## config.mk

```make
export PLATFORM = sky130hd
export DESIGN_NAME = assist_mode_ctrl
export DESIGN_NICKNAME = d
export VERILOG_FILES = /design/src/rtl/assist_pkg.sv /design/src/rtl/assist_ramp_tick.sv /design/src/rtl/assist_mode_ctrl.sv
export SDC_FILE = /design/constraint.sdc
export NUM_CORES = 1
export LEC_CHECK = 0
export ABC_AREA = 0
export BUFFER_PORTS_ARGS = -buffer_cell sky130_fd_sc_hd__clkbuf_2
export CAP_MARGIN = 20
export CORE_MARGIN = 2
export CORE_UTILIZATION = 61
export CTS_CLUSTER_SIZE = 8
export DETAILED_ROUTE_END_ITERATION = 12
export MAX_ROUTING_LAYER = met4
export PLACE_DENSITY_LB_ADDON = 0.15
export SETUP_SLACK_MARGIN = 0.4
export SKIP_LAST_GASP = 1
export SYNTH_ARGS = -nofsm -noshare
export SYNTH_HDL_FRONTEND = slang
export SYNTH_SLANG_ARGS = --single-unit
export TNS_END_PERCENT = 20
```

## constraint.sdc

```tcl
create_clock -name clk -period 5.61 [get_ports clk]
set_input_delay 0.561 -clock clk [delete_from_list [all_inputs] [get_ports clk]]
set_output_delay 0.561 -clock clk [all_outputs]
set_load 0.005 [all_outputs]
```

## src/rtl/assist_pkg.sv

```systemverilog
// -----------------------------------------------------------------------------
// assist_pkg
// Shared types and constants for the assist-mode controller:
//   state_t      controller state (IDLE, RAMP)
//   SETTING_W    width of the assist setting
//   SCALE_W      width of the torque scale
//   LIM_SETTING  highest setting allowed while the battery-low limit is active
//   scale_lut()  setting -> torque scale mapping
// -----------------------------------------------------------------------------
package assist_pkg;

    typedef enum logic {
        IDLE = 1'b0,
        RAMP = 1'b1
    } state_t;

    localparam int SETTING_W = 2;
    localparam int SCALE_W   = 3;

    localparam logic [SETTING_W-1:0] LIM_SETTING = 2'b01;

    function automatic logic [SCALE_W-1:0] scale_lut(input logic [SETTING_W-1:0] s);
        case (s)
            2'b00:   return 3'd0;
            2'b01:   return 3'd3;
            2'b10:   return 3'd5;
            default: return 3'd7;
        endcase
    endfunction

endpackage

```

## src/rtl/assist_ramp_tick.sv

```systemverilog
// -----------------------------------------------------------------------------
// assist_ramp_tick
// Free-running divider that paces ramp steps. While clr is high the counter
// is held at zero; otherwise it counts 0..RAMP_DIV-1 and wraps, raising tick
// for the single cycle in which it sits at the terminal count.
//   clk   in   system clock
//   rst   in   asynchronous, active-high reset
//   clr   in   hold counter at zero (controller idle)
//   tick  out  one-cycle pulse every RAMP_DIV counting cycles
// -----------------------------------------------------------------------------
module assist_ramp_tick #(
    parameter int RAMP_DIV = 1024
) (
    input  logic clk,
    input  logic rst,
    input  logic clr,
    output logic tick
);

    localparam int                CNT_W = $clog2(RAMP_DIV);
    localparam logic [CNT_W-1:0] LAST  = CNT_W'(RAMP_DIV - 1);

    logic [CNT_W-1:0] cnt;

    // NOTE: flops are written with non-blocking assignments so every register
    // samples the pre-edge values of its neighbours.
    always_ff @(posedge clk or posedge rst) begin
        if (rst) begin
            cnt <= '0;
        end else if (clr || cnt == LAST) begin
            // explicit wrap keeps non-power-of-two dividers inside 0..RAMP_DIV-1
            cnt <= '0;
        end else begin
            cnt <= cnt + CNT_W'(1);
        end
    end

    assign tick = !clr && (cnt == LAST);

endmodule

```

## src/rtl/assist_mode_ctrl.sv

```systemverilog
// -----------------------------------------------------------------------------
// assist_mode_ctrl
// Owns the rider assist setting and ramps the downstream torque scale toward
// the setting's target one step per RAMP_DIV cycles. Arbitrates between the
// push-button release pulse and a remote command channel, and enforces the
// battery-low cap.
//   clk           in   system clock
//   rst           in   asynchronous, active-high reset
//   btn_rel       in   one-cycle pulse per button release (setting + 1)
//   cmd_vld       in   remote command valid
//   cmd_setting   in   requested setting
//   cmd_rdy       out  command accepted when cmd_vld & cmd_rdy
//   lim_en        in   battery-low; caps setting at LIM_SETTING
//   setting       out  committed assist setting
//   target_scale  out  scale_lut(setting)
//   scale         out  ramped scale to the datapath
//   busy          out  high while ramping
//   chg_pulse     out  one-cycle pulse when setting changes value
// -----------------------------------------------------------------------------
module assist_mode_ctrl
    import assist_pkg::*;
#(
    parameter int                   RAMP_DIV    = 1024,
    parameter logic [SETTING_W-1:0] RST_SETTING = 2'b10
) (
    input  logic                 clk,
    input  logic                 rst,
    input  logic                 btn_rel,
    input  logic                 cmd_vld,
    input  logic [SETTING_W-1:0] cmd_setting,
    output logic                 cmd_rdy,
    input  logic                 lim_en,
    output logic [SETTING_W-1:0] setting,
    output logic [SCALE_W-1:0]   target_scale,
    output logic [SCALE_W-1:0]   scale,
    output logic                 busy,
    output logic                 chg_pulse
);

    state_t                 state;
    logic                   pend;
    logic                   tick;

    logic                   clamp;
    logic [SETTING_W-1:0]   inc_setting;
    logic [SETTING_W-1:0]   cmd_eff;
    logic [SETTING_W-1:0]   nxt_setting;
    logic [SCALE_W-1:0]     nxt_target;
    logic [SCALE_W-1:0]     nxt_scale;
    logic                   nxt_pend;
    logic                   nxt_ramp;

    assist_ramp_tick #(
        .RAMP_DIV (RAMP_DIV)
    ) u_tick (
        .clk  (clk),
        .rst  (rst),
        .clr  (state == IDLE),
        .tick (tick)
    );

    // Under the limit the button toggles between the two allowed settings.
    assign inc_setting = lim_en ? ((setting == 2'b00) ? LIM_SETTING : 2'b00)
                                : setting + 2'd1;
    assign cmd_eff     = (lim_en && cmd_setting > LIM_SETTING) ? LIM_SETTING : cmd_setting;
    assign clamp       = lim_en && (setting > LIM_SETTING);

    // NOTE: every signal assigned here gets a default first, so no path can
    // leave it unassigned and infer a latch.
    always_comb begin
        nxt_setting = setting;
        nxt_pend    = pend;
        nxt_scale   = scale;

        if (state == IDLE) begin
            // clamp > command > pending press > fresh press; a losing press
            // is parked in pend, an existing pend is kept.
            if (clamp) begin
                nxt_setting = LIM_SETTING;
                if (btn_rel) nxt_pend = 1'b1;
            end else if (cmd_vld) begin
                nxt_setting = cmd_eff;
                if (btn_rel) nxt_pend = 1'b1;
            end else if (pend) begin
                nxt_setting = inc_setting;
                nxt_pend    = btn_rel;
            end else if (btn_rel) begin
                nxt_setting = inc_setting;
            end
        end else begin
            if (btn_rel) nxt_pend = 1'b1;
            // battery-low retargets the ramp without restarting the divider
            if (clamp) nxt_setting = LIM_SETTING;
        end

        nxt_target = scale_lut(nxt_setting);

        if (state == RAMP && tick) begin
            if (scale < nxt_target) begin
                nxt_scale = scale + 3'd1;
            end else if (scale > nxt_target) begin
                nxt_scale = scale - 3'd1;
            end
        end

        // In IDLE scale already equals the old target, so this is exactly
        // "new target differs"; in RAMP it ends the ramp on arrival.
        nxt_ramp = (nxt_scale != nxt_target);
    end

    always_ff @(posedge clk or posedge rst) begin
        if (rst) begin
            state     <= IDLE;
            setting   <= RST_SETTING;
            scale     <= scale_lut(RST_SETTING);
            pend      <= 1'b0;
            busy      <= 1'b0;
            chg_pulse <= 1'b0;
        end else begin
            state     <= nxt_ramp ? RAMP : IDLE;
            setting   <= nxt_setting;
            scale     <= nxt_scale;
            pend      <= nxt_pend;
            busy      <= nxt_ramp;
            chg_pulse <= (nxt_setting != setting);
        end
    end

    assign target_scale = scale_lut(setting);
    assign cmd_rdy      = (state == IDLE) && !rst;

endmodule

```

# Word-level counts from Yosys, hierarchy flattened
# Cells that the tools add are included.
[word_totals]
word_cells = 53
ff_bits = 19
[classes]
muxes = 21
n_bitwise = 1
order_cmp = 4
n_reduce_logical = 9
n_addsub = 4
eq_ne = 7
[ops]
columns = ["op", "count"]
rows = [
  ["one-hot mux 3 bit (3 select lines)", 2],
  ["2-to-1 mux 2 bit", 8],
  ["adder 10 x 1 -> 10 bit, second input constant", 1],
  ["equality test 10 bit, second input constant", 1],
  ["2-to-1 mux 10 bit", 1],
  ["2-to-1 mux 3 bit", 3],
  ["2-to-1 mux 1 bit", 7],
  ["logical AND 1 bit", 5],
  ["equality test 2 x 1 -> 1 bit, second input constant", 2],
  ["equality test 2 bit, second input constant", 2],
  ["greater-than comparator 2 x 1 -> 1 bit, second input constant", 2],
  ["logical NOT 2 bit", 2],
  ["adder 3 x 1 -> 3 bit, second input constant", 1],
  ["greater-than comparator 3 bit", 1],
  ["less-than comparator 3 bit", 1],
  ["!= test 3 bit", 1],
  ["subtractor 3 x 1 -> 3 bit, second input constant", 1],
  ["adder 2 x 1 -> 2 bit, second input constant", 1],
  ["!= test 2 bit", 1],
  ["logical NOT 1 bit", 1],
  ["logical OR 1 bit", 1],
  ["NOT 1 bit", 1],
]

# Longest topological paths before layout
[logic_depth]
ltp_word = 16
mapped_depth = 16
depth_no_buf = 16

# Hierarchy
# From an unflattened synthesis, not the netlist that was laid out.
[unflattened]
cells_unflattened = 162
area_unflattened_um2 = 1385.1
[modules_own_cells]
columns = ["mod", "area_each_um2", "cells_each", "instances"]
rows = [
  ["assist_mode_ctrl", 877.1, 108, 1],
  ["assist_ramp_tick", 508.0, 54, 1],
]

# Least setup slack after synthesis
# Ideal clock, no wire load.
[synth_path]
kind = "register to register"
startpoint = "register setting[1]"
endpoint = "register busy"
required_ps = 5487
t_arrival_ps = 3127
synth_period_minus_slack_ps = 3250
stages_incl_launch_ff = 17
setup_time_ps = 123
setup_slack_ps = 2360
path_cell_list = "dfstp_2 inv_1 ha_1 nand3b_1 a21oi_1 o21ai_0 a21o_1 nand3_1 ha_1 nand2b_1 nand3_1 o41a_1 nand3_2 mux2_1 nor4_1 o2bb2ai_1 a2bb2oi_2"
[synth_between]
elab_chain_cells = 15
word_cells_on_any_way = 22
classes_between = "add/sub: 1; order compare: 3; eq/ne: 3; mux: 12; reduce/logical: 3"
[synth_rtl]
columns = ["item", "line", "rtl"]
rows = [
  ["start: declaration", "assist_mode_ctrl.sv:33", "output logic [SETTING_W-1:0] setting,"],
  ["start signal: assignment", "assist_mode_ctrl.sv:121", "setting <= nxt_setting;"],
  ["parallel branches: the longest is 7 deep, another holds adder 2 x 1 -> 2 bit", "-", ""],
  ["2-to-1 mux 2 bit (*)", "assist_mode_ctrl.sv:75", "if (state == IDLE) begin"],
  ["equality test 2 bit (tied with other cells)", "assist_pkg.sv:23", "case (s)"],
  ["one-hot mux 3 bit (3 select lines) (*)", "assist_pkg.sv:23", ""],
  ["greater-than comparator 3 bit", "assist_mode_ctrl.sv:101", "end else if (scale > nxt_target) begin"],
  ["2-to-1 mux 3 bit", "assist_mode_ctrl.sv:101", ""],
  ["2-to-1 mux 3 bit", "assist_mode_ctrl.sv:99", "if (scale < nxt_target) begin"],
  ["2-to-1 mux 3 bit", "assist_mode_ctrl.sv:98", "if (state == RAMP && tick) begin"],
  ["!= test 3 bit (*)", "assist_mode_ctrl.sv:108", "nxt_ramp = (nxt_scale != nxt_target);"],
  ["net nxt_ramp", "assist_mode_ctrl.sv:51", "logic nxt_ramp;"],
  ["end signal: assignment", "assist_mode_ctrl.sv:124", "busy <= nxt_ramp;"],
  ["end: declaration", "assist_mode_ctrl.sv:36", "output logic busy,"],
]
# Mark *: on every way through the listed nets, which the timed path passes.

# Worst setup path after layout
# Same ends and word-level chain as after synthesis.

==> run_results.csv <==
group,metric,value,unit
layout,register_area,454.2,um^2
clocking,hold_buffers,0,
sta,finalCriticalPeriod,3.719,ns
synthesis,synth_ff_type,"dfrtp_1",
synthesis,yosys.area_share.xor_xnor,5.899,%
critical_path,slowest_delay,0.64,ns
floorplanning,start_util,66.09,%
clocking,cts_setup_buffers,0,
run_status,status,"finished, final reports clean",
placement,portBuffers,17,
critical_path,arrival,3.90,ns
global_routing,grt_max_degree,19,
power,p_per_area,415.4,nW/um^2
synthesis,synth_top_family_by_area,"simple AND/OR/NAND/NOR gates",
critical_path,startpoint,"setting[1]",
detailed_routing,drt_iter0_drc,48,
sta,fin_skew,0.006844,ns
layout,fillers,149,
global_routing,grt_pass1_vias,1088,
synthesis,ys_ff_latch,18,
detailed_routing,vias,1142,
critical_path,endpoint_kind,"register",
detailed_routing,finalWirelength,2811,um
synthesis,ys_warn_count,0,
global_routing,antenna_found_initial,0,
sta,timing.slew.headroom,57.15,%
floorplanning,die_w,50.81,um
sta,clock.fmax,268.9,MHz
clocking,clkSlewWorstSetupHoldPaths,0.10,ns
sta,post-route-period-util,66.29,%
placement,routabilityCongestion,0.8802,
layout,num-nets-final,182,
clocking,htreeDepth,1,
floorplanning,die_area,2581,um^2
layout,n_antenna_cell,0,
synthesis,synth_fa_ha_area_share,9.363,%
global_routing,grt_pass1_wl,4843,um
clocking,cts_root_buffer,"clkbuf_4",
critical_path,path_buf_inv,1,
clocking,cts_made_buffers,3,
synthesis,avgSynthCellArea,9.280,um^2
layout,area_delta_synth_final,11.24,%
synthesis,synth_area,1336,um^2
sta,setup_viol,0,
power,peakVddDrop,0.2503,mV
placement,dp_hpwl,2108,um
clocking,cts.repair.resized,0,
min_path,min_path_type,"primary input to asynchronous set/reset pin",
critical_path,required,5.80,ns
floorplanning,die_h,50.81,um
floorplanning,coreArea,2022,um^2
critical_path,crit_chain,"inv_1 > ha_1 > nand3b_1 > a21oi_1 > o21ai_0 > a21o_1 > nand3_1 > ha_1 > nand2b_1 > nand3_1 > o41a_1 > nand3_2 > mux2_1 > nor4_1 > o2bb2ai_1 > a2bb2oi_2",
detailed_routing,wl_per_cell,14.72,um
clocking,clock_path_buffers,2,
synthesis,synth_edf_count,0,
clocking,cts_tree,"yes",
power,finalPower,617.5,uW
sta,hold_viol,0,
detailed_routing,dr.pass1.iters,4,
sta,tightest_slew,0.6421,ns
detailed_routing,ant_nets,0,
synthesis,synthMuxAreaShare,0.8427,%
layout,finish.utilization,73.51,%
synthesis,ys_types,48,
global_routing,grt.overflow.total,0,
critical_path,cp_top_family,"compound AO/OA/AOI/OAI gates",
critical_path,r2r-start,"setting[1]",
synthesis,synthArstFlopShare,100.0,%
flow_run,drv_cap,0,
detailed_routing,drc,0,
synthesis,yosysSeqAreaShare,33.99,%
floorplanning,num_rows,16,
power,p_leak,0.0006934,uW
critical_path,cp_max_fo,8,
layout,multi_input_area,828.3,um^2
synthesis,synth-simple-area-share,27.06,%
floorplanning,ioPinCount,18,
detailed_routing,viasPerCell,5.979,
clocking,worstSkewPairLatency,0.30,ns
synthesis,synth_compound_area_share,18.82,%
synthesis,synth_cells,144,
synthesis,syn_nets,161,
sta,rsz0062_at_grt,"no",
critical_path,slowest_stage,"dfstp_2",
critical_path,worst_setup_path_start_kind,"register",
sta,fin_hold_ws,0.3227,ns
layout,drive_gt1_share,23.78,%
sta,setup_tns,0,ns
critical_path,criticalPathCategory,"register to register",
clocking,clock_sinks,18,
sta,slew_violations,0,
global_routing,gr-usage-all-layers,25.18,%
-- worst paths after layout --
path / end / slack [ns] / cells past startpoint
min in group clk: u_tick.cnt[0] / 0.52 / 1
max in group asynchronous: u_tick.cnt[3] / 4.87 / 2
hold / removal: u_tick.cnt[7] / 0.32 / 2
setup reg to reg: busy / 1.89 / 16
setup / recovery: busy / 1.89 / 16
hold reg to reg: u_tick.cnt[0] / 0.52 / 1
-- area by class of cell --
class                   count  share of cell area, %
multi-input cells         112                  55.72
flip-flops and latches     18                  30.56
repair buffers             17                  5.724
inverters                  13                  3.283
clock buffers               4                  2.441
well taps                  27                  2.273
-- cell usage in the layout (no fill, tap or decap), drive strengths merged, types with 3 or more instances in the layout --
cell type / instances
o311ai: 3
nor3b: 3
nand3: 8
nand3b: 3
or2: 4
nand2: 11
nor2: 16
inv: 13
ha: 10
xor2: 3
o21ai: 6
dfrtp: 15
xnor2: 6
and2: 4
dfstp: 3
clkbuf: 21
a21oi: 4
a21o: 3
-- report_power, final --
part           internal [uW]  switching [uW]  total, uW
Clock                   39.6            40.0       79.6
Sequential               164            49.0        213
Combinational            140             184        325
Total                    344             273        617
-- flip-flops by register name, indices dropped and copies added, names as in the netlist --
signal / count
scale: 3
chg_pulse: 1
setting: 2
pend: 1
u_tick.cnt: 10
busy: 1
-- metrics by stage --
step | setup WS [ns] | cell area, um^2 | cells
2_1_floorplan | 2.360 | 1336 | 144
3_3_place_gp | 2.221 | 1450 | 187
3_5_place_dp | 2.012 | 1450 | 187
4_1_cts | 1.999 | 1486 | 191
5_1_grt | 1.765 | 1486 | 191
6_report | 1.891 | 1486 | 191
-- logic make-up (layout without fill, tap and decap cells) --
family                   count (synthesis)  count (layout)
flip-flops                              18              18
adder cells (fa/ha/maj)                 10              10
buffers and inverters                   14              34
AND/OR/NAND/NOR                         63              63
XOR/XNOR                                 9               9
AO/OA/AOI/OAI                           29              29
multiplexers                             1               1
-- metal layers --
metal | up-vias | track usage, % | wire, um
met5 | - | - | 0
met4 | 0 | 4.054 | 20
met3 | 6 | 7.738 | 177
met2 | 42 | 38.16 | 1288
met1 | 543 | 33.97 | 1325
li1 | 551 | - | -
-- Yosys cell counts, types with 2 or more instances --
library cell / count / area share (%)
a21oi_1: 3 / 1.1
dfrtp_1: 15 / 28
ha_1: 10 / 9.4
inv_1: 12 / 3.4
xor2_1: 3 / 2.0
or2_1: 2 / 0.94
or2_2: 2 / 0.94
and2_1: 4 / 1.9
nor3_1: 2 / 0.75
nor4_1: 2 / 0.94
and3_1: 2 / 0.94
o21ai_0: 4 / 1.5
nor3b_1: 2 / 1.1
nand3_1: 6 / 2.2
a211o_1: 2 / 1.3
nand4_1: 2 / 0.94
o31a_1: 2 / 1.3
nand3_2: 2 / 1.5
nand2_1: 10 / 2.8
xnor2_1: 6 / 3.9
nand3b_1: 2 / 1.1
and4_1: 2 / 1.3
nand2b_1: 2 / 0.94
a31oi_1: 2 / 0.94
a21o_1: 3 / 1.7
o21ai_1: 2 / 0.75
nor2_1: 15 / 4.2
dfstp_2: 3 / 5.9
(Power assumes the default switching activity.)
